### src/rtl/operand_fetch.sv
`default_nettype none
// ============================================================================
//  Module   : operand_fetch
//  Brief    : Decode-side operand stage. Splits the instruction, drives the
//             register file read addresses, resolves both operands with
//             EX/MEM forwarding, detects load-use hazards and holds the ID/EX
//             pipeline register.
//  Revision : 1.0 - initial release
// ============================================================================
module operand_fetch #(
  parameter int WORD_WIDTH  = 32,
  parameter int REG_NUM_LOG = 5
) (
  input  logic                   clk,
  input  logic                   rst,
  input  logic                   in_valid,
  input  logic [WORD_WIDTH-1:0]  in_inst,
  input  logic [WORD_WIDTH-1:0]  in_pc,
  input  logic                   flush,
  output logic                   stall_out,
  output logic [REG_NUM_LOG-1:0] rf_readAddr1,
  output logic [REG_NUM_LOG-1:0] rf_readAddr2,
  input  logic [WORD_WIDTH-1:0]  rf_readValue1,
  input  logic [WORD_WIDTH-1:0]  rf_readValue2,
  input  logic                   ex_valid,
  input  logic                   ex_isLoad,
  input  logic                   ex_writeEnable,
  input  logic [REG_NUM_LOG-1:0] ex_writeAddr,
  input  logic [WORD_WIDTH-1:0]  ex_result,
  input  logic                   mem_writeEnable,
  input  logic [REG_NUM_LOG-1:0] mem_writeAddr,
  input  logic [WORD_WIDTH-1:0]  mem_result,
  output logic                   out_valid,
  output logic [WORD_WIDTH-1:0]  out_pc,
  output logic [WORD_WIDTH-1:0]  out_inst,
  output logic [WORD_WIDTH-1:0]  out_op1,
  output logic [WORD_WIDTH-1:0]  out_op2,
  output logic [WORD_WIDTH-1:0]  out_imm,
  output logic [REG_NUM_LOG-1:0] out_writeAddr
);

  // Instruction field positions (MIPS-style encoding)
  localparam int c_RS_LSB  = 21;
  localparam int c_RT_LSB  = 16;
  localparam int c_RD_LSB  = 11;
  localparam int c_OP_LSB  = 26;
  localparam int c_OP_W    = 6;
  localparam int c_IMM_W   = 16;

  localparam logic [REG_NUM_LOG-1:0] c_ZERO_REG = '0;
  localparam logic [c_OP_W-1:0]      c_OP_RTYPE = '0;

  logic [REG_NUM_LOG-1:0] w_rs;
  logic [REG_NUM_LOG-1:0] w_rt;
  logic [REG_NUM_LOG-1:0] w_rd;
  logic [c_OP_W-1:0]      w_opcode;
  logic [WORD_WIDTH-1:0]  w_imm;
  logic [REG_NUM_LOG-1:0] w_dest;
  logic [WORD_WIDTH-1:0]  w_op1;
  logic [WORD_WIDTH-1:0]  w_op2;
  logic                   w_ex_fwd_ok;
  logic                   w_hazard;
  logic                   w_stall;

  logic                   r_valid;
  logic [WORD_WIDTH-1:0]  r_pc;
  logic [WORD_WIDTH-1:0]  r_inst;
  logic [WORD_WIDTH-1:0]  r_op1;
  logic [WORD_WIDTH-1:0]  r_op2;
  logic [WORD_WIDTH-1:0]  r_imm;
  logic [REG_NUM_LOG-1:0] r_writeAddr;

  assign w_rs     = in_inst[c_RS_LSB +: REG_NUM_LOG];
  assign w_rt     = in_inst[c_RT_LSB +: REG_NUM_LOG];
  assign w_rd     = in_inst[c_RD_LSB +: REG_NUM_LOG];
  assign w_opcode = in_inst[c_OP_LSB +: c_OP_W];
  assign w_imm    = {{(WORD_WIDTH-c_IMM_W){in_inst[c_IMM_W-1]}}, in_inst[c_IMM_W-1:0]};
  assign w_dest   = (w_opcode == c_OP_RTYPE) ? w_rd : w_rt;

  assign rf_readAddr1 = w_rs;
  assign rf_readAddr2 = w_rt;

  // A load in EX has no data yet, so it can never be a forwarding source.
  assign w_ex_fwd_ok = ex_valid & ex_writeEnable & ~ex_isLoad;

  // Operand resolution: hard zero, then the youngest producer (EX), then MEM,
  // then the register file. WB needs no path: the file writes on the falling
  // edge, so its value is already on the read ports.
  always_comb begin
    w_op1 = rf_readValue1;
    if (w_rs == c_ZERO_REG)
      w_op1 = '0;
    else if (w_ex_fwd_ok && (ex_writeAddr == w_rs))
      w_op1 = ex_result;
    else if (mem_writeEnable && (mem_writeAddr == w_rs))
      w_op1 = mem_result;
  end

  // Same resolution for the rt operand.
  always_comb begin
    w_op2 = rf_readValue2;
    if (w_rt == c_ZERO_REG)
      w_op2 = '0;
    else if (w_ex_fwd_ok && (ex_writeAddr == w_rt))
      w_op2 = ex_result;
    else if (mem_writeEnable && (mem_writeAddr == w_rt))
      w_op2 = mem_result;
  end

  // Both sources are treated as used regardless of instruction format; this
  // costs an occasional needless bubble but avoids decoding the opcode here.
  assign w_hazard = in_valid & ex_valid & ex_isLoad & ex_writeEnable &
                    (ex_writeAddr != c_ZERO_REG) &
                    ((ex_writeAddr == w_rs) | (ex_writeAddr == w_rt));

  // A flushed instruction is dead, so holding fetch for it would be pointless.
  assign w_stall   = w_hazard & ~flush & ~rst;
  assign stall_out = w_stall;

  // ID/EX pipeline register: reset clears, flush/stall insert a bubble and
  // keep the payload, otherwise capture the resolved instruction.
  always_ff @(posedge clk) begin
    if (rst) begin
      r_valid     <= 1'b0;
      r_pc        <= '0;
      r_inst      <= '0;
      r_op1       <= '0;
      r_op2       <= '0;
      r_imm       <= '0;
      r_writeAddr <= '0;
    end else if (flush) begin
      r_valid     <= 1'b0;
    end else if (w_stall) begin
      r_valid     <= 1'b0;
    end else begin
      r_valid     <= in_valid;
      r_pc        <= in_pc;
      r_inst      <= in_inst;
      r_op1       <= w_op1;
      r_op2       <= w_op2;
      r_imm       <= w_imm;
      r_writeAddr <= w_dest;
    end
  end

  assign out_valid     = r_valid;
  assign out_pc        = r_pc;
  assign out_inst      = r_inst;
  assign out_op1       = r_op1;
  assign out_op2       = r_op2;
  assign out_imm       = r_imm;
  assign out_writeAddr = r_writeAddr;

endmodule
`default_nettype wire

### config.mk
export PLATFORM = sky130hd
export DESIGN_NAME = operand_fetch
export DESIGN_NICKNAME = d
export VERILOG_FILES = /design/src/rtl/operand_fetch.sv
export SDC_FILE = /design/constraint.sdc
export NUM_CORES = 1
export LEC_CHECK = 0
export ABC_AREA = 1
export CAP_MARGIN = 20
export CORE_MARGIN = 10
export CORE_UTILIZATION = 45
export CTS_BUF_LIST = sky130_fd_sc_hd__clkbuf_4 sky130_fd_sc_hd__clkbuf_8
export CTS_CLUSTER_DIAMETER = 120
export DETAILED_ROUTE_END_ITERATION = 8
export GPL_TIMING_DRIVEN = 1
export PLACE_DENSITY = 0.89
export SETUP_SLACK_MARGIN = 0.4
export SYNTH_ARGS = -nofsm -noshare
export SYNTH_HDL_FRONTEND = slang
export SYNTH_SLANG_ARGS = --single-unit
### constraint.sdc
create_clock -name clk -period 4.85 [get_ports clk]
set_clock_uncertainty 0.15 [all_clocks]
set_input_delay 0.7275 -clock clk [delete_from_list [all_inputs] [get_ports clk]]
set_output_delay 0.7275 -clock clk [all_outputs]
set_load 0.05 [all_outputs]
==> flow_metrics.env <==
export IMPL_clock_fmax_mhz=262
export IMPL_globalplace_congestion=0.930
export IMPL_yosysUniqueCellTypes=21
export IMPL_cpMostUsedCell="nand2_1"
export IMPL_hp_class="reg2reg"
export IMPL_final_common_cell="clkdlybuf4s50_1"
export IMPL_grt_max_degree=88
export IMPL_portBuffers=386
export IMPL_final_cell_mix="385 x clkdlybuf4s50_1, 319 x nand2_1, 262 x nor2_1"
export IMPL_wl_per_cell_um=18.1
export IMPL_ir_drop_mv=0.169
export IMPL_register_area_sq_um=2680
export IMPL_routed_via_density=5.05
export IMPL_cts_root_buf="clkbuf_8"
export IMPL_dp_cells=1763
export IMPL_drtIter0Drc=736
export IMPL_cp_slowest_stage_delay_ns=0.85
export IMPL_cp_max_fo=6
export IMPL_grt_ovfl_total=0
export IMPL_post_place_ws_ns=1.01
export IMPL_ys_ff_latch=134
export IMPL_endpoint_kind="output pin"
export IMPL_grt_pass1_wl_um=49100
export IMPL_layout_min_cycle_time_ns=3.81
export IMPL_multi_input_area_sq_um=3730
export IMPL_fin_setup_tns_ns=0
export IMPL_clkSlewWorstSetupHoldPaths_ns=0.08
export IMPL_busiest_layer="met2"
export IMPL_synth_top_area_share_pct=35.5
export IMPL_ctsHoldBuffers=0
export IMPL_switchingPower_mw=1.13
export IMPL_p_int_mw=2.07
export IMPL_yosysWarningCount=0
export IMPL_cts_resized=0
export IMPL_path_delay_family="buffers and inverters"
export IMPL_startpoint="in_inst[17]"
export IMPL_area_delta_synth_final_pct=53.3
export IMPL_syn_area_sq_um=7550
export IMPL_cp_slowest_cell="clkdlybuf4s50_1"
export IMPL_rsz0062_at_grt="false"
export IMPL_syn_inst=1260
export IMPL_min_from="out_inst[16]"
export IMPL_clk_path_buf_depth=2
export IMPL_clockPowerShare_pct=31.7
export IMPL_comb_power_share_pct=30.6
export IMPL_syn_avg_cell_area_sq_um=6.00
export IMPL_synth_top_cell_by_area="dfxtp_1"
export IMPL_cts_setup_buffers=0
export IMPL_place_hpwl_um=24400
export IMPL_die_y_um=150
export IMPL_io_pins=387
export IMPL_pwr_share_seq_pct=37.7
export IMPL_core_area_sq_um=16500
export IMPL_status="finished clean"
export IMPL_dieArea_sq_um=22400
export IMPL_worst_pin_slew_ns=0.972
export IMPL_grt_antenna_before_repair=2
export IMPL_use_met2_pct=47.0
export IMPL_r2r_start="out_inst[15]"
export IMPL_drive_gt1_share_pct=4.44
export IMPL_vias=9073
export IMPL_cp_cell_sequence="clkdlybuf4s50_1 -> inv_2 -> nand2_1 -> nand2_1 -> nor2_1 -> nand3_1 -> nand2_1 -> nand2_2 -> inv_1 -> clkdlybuf4s50_1"
export IMPL_fp_dieW_um=150
export IMPL_initial_utilization_pct=45.7
export IMPL_cts_tree="done"
export IMPL_globalRouteMet3Util_pct=10.9
export IMPL_post_route_util_pct=70.1
export IMPL_gr_usage_all_layers_pct=27.9
export IMPL_crit_type="in2out"
export IMPL_drt_total_wl_um=32600
export IMPL_fin_crit_sh_pct=78.6
export IMPL_swShare_pct=35.3
export IMPL_setup_violations=0
export IMPL_placementRows=47
export IMPL_antenna_left=0
export IMPL_yosysSeqAreaShare_pct=35.5
export IMPL_layout_cells_non_filler=1798
export IMPL_cts_sinks=134
export IMPL_drc=0
export IMPL_slew_viol_final=0
export IMPL_cp_required_ns=3.97
export IMPL_p_total_mw=3.19
export IMPL_slew_headroom_pct=35.2
export IMPL_clock_latency_ns=0.45
export IMPL_cp_num_buf_inv=4
export IMPL_power_leakage_nw=5.05
export IMPL_power_density_nw_per_um2=276
export IMPL_numCtsBuffers=17
export IMPL_cp_start_kind="input pin"
export IMPL_synthTopCellsByArea="dfxtp_1 36%, nand2_1 16%, nand3_1 14%"
export IMPL_fin_ws_ns=1.04
export IMPL_cap_violations=0
export IMPL_finalHoldViolCount=0
export IMPL_drt_first_pass_iters=6
export IMPL_syn_num_nets=1470
export IMPL_use_met1_pct=29.8
export IMPL_grt_pass1_vias=8777
export IMPL_fin_nets=1772
export IMPL_htree_num_levels=4
export IMPL_n_fill_cell=1388
export IMPL_arrival_ns=2.94
==> layer usage <==
layer | share of wire [%] | vias to the layer above
met3 | 11 | 85
li1 | - | 4462
met1 | 37 | 4043
met5 | 0 | -
met2 | 48 | 483
met4 | 4.3 | 0
==> metrics by stage <==
stage	hold slack (ns)	area, sq um
floorplan	0.536	7550
global placement	0.301	11100
detailed placement	0.307	11100
CTS	0.318	11600
global route	0.334	11600
finish	0.317	11600
==> final timing paths <==
path,cells after the start,slack [ns],end
worst max-delay path,10,1.04,stall_out
worst min-delay path,2,0.32,out_inst[16]
worst max register to register,2,3.70,out_inst[15]
worst min register to register,2,0.32,out_inst[16]
==> cell usage after synthesis, drive strengths merged <==
library cell  number
a21oi             71
buf               88
clkbuf            33
dfxtp            134
inv              123
nand2            321
nand3            206
nand4              3
nor2             270
nor3               4
nor4               1
o21ai              2
xnor2              2
xor2               2
==> power groups by stage <==
stage / Combinational (mW) / Sequential, mW / Clock, mW
CTS: 0.979 / 1.20 / 1.03
global route: 1.04 / 1.21 / 1.08
floorplan: 0.350 / 1.44 / 0
finish: 0.979 / 1.20 / 1.01
detailed placement: 0.977 / 1.23 / 0
global placement: 0.970 / 1.22 / 0
==> worst reg2reg max path, cell delays in order (launching register included) <==
cell     delay (ns)
dfxtp_1        0.66
nand2_1        0.11
a21oi_1        0.16
==> sequential cells by signal (all words and copies together) (netlist names) <==
name,cells
out_pc,32
out_valid,1
out_op2,32
out_inst,32
out_op1,32
out_writeAddr,5
==> logic make-up (layout without fill, tap and decap cells) <==
logic type	Yosys count	in the layout	synth area share, %
AOI/OAI and AO/OA	73	73	4.84
xor gates and xnor gates	4	4	0.464
buffers and inverters	244	559	15.3
DFF	134	134	35.5
other	0	3	0
and+or+nand+nor	805	805	43.9
==> layout make-up <==
| type | instances | area share, % |
|---|---|---|
| antenna | 3 | 0.0648 |
| clock buffer | 18 | 2.08 |
| clock inverter | 14 | 1.62 |
| inverter | 123 | 4.01 |
| multi-input combinational | 882 | 32.2 |
| sequential | 134 | 23.2 |
| tap | 220 | 2.38 |
| timing repair buffer | 404 | 34.5 |
Note: power is estimated with default switching activity, not from simulation.
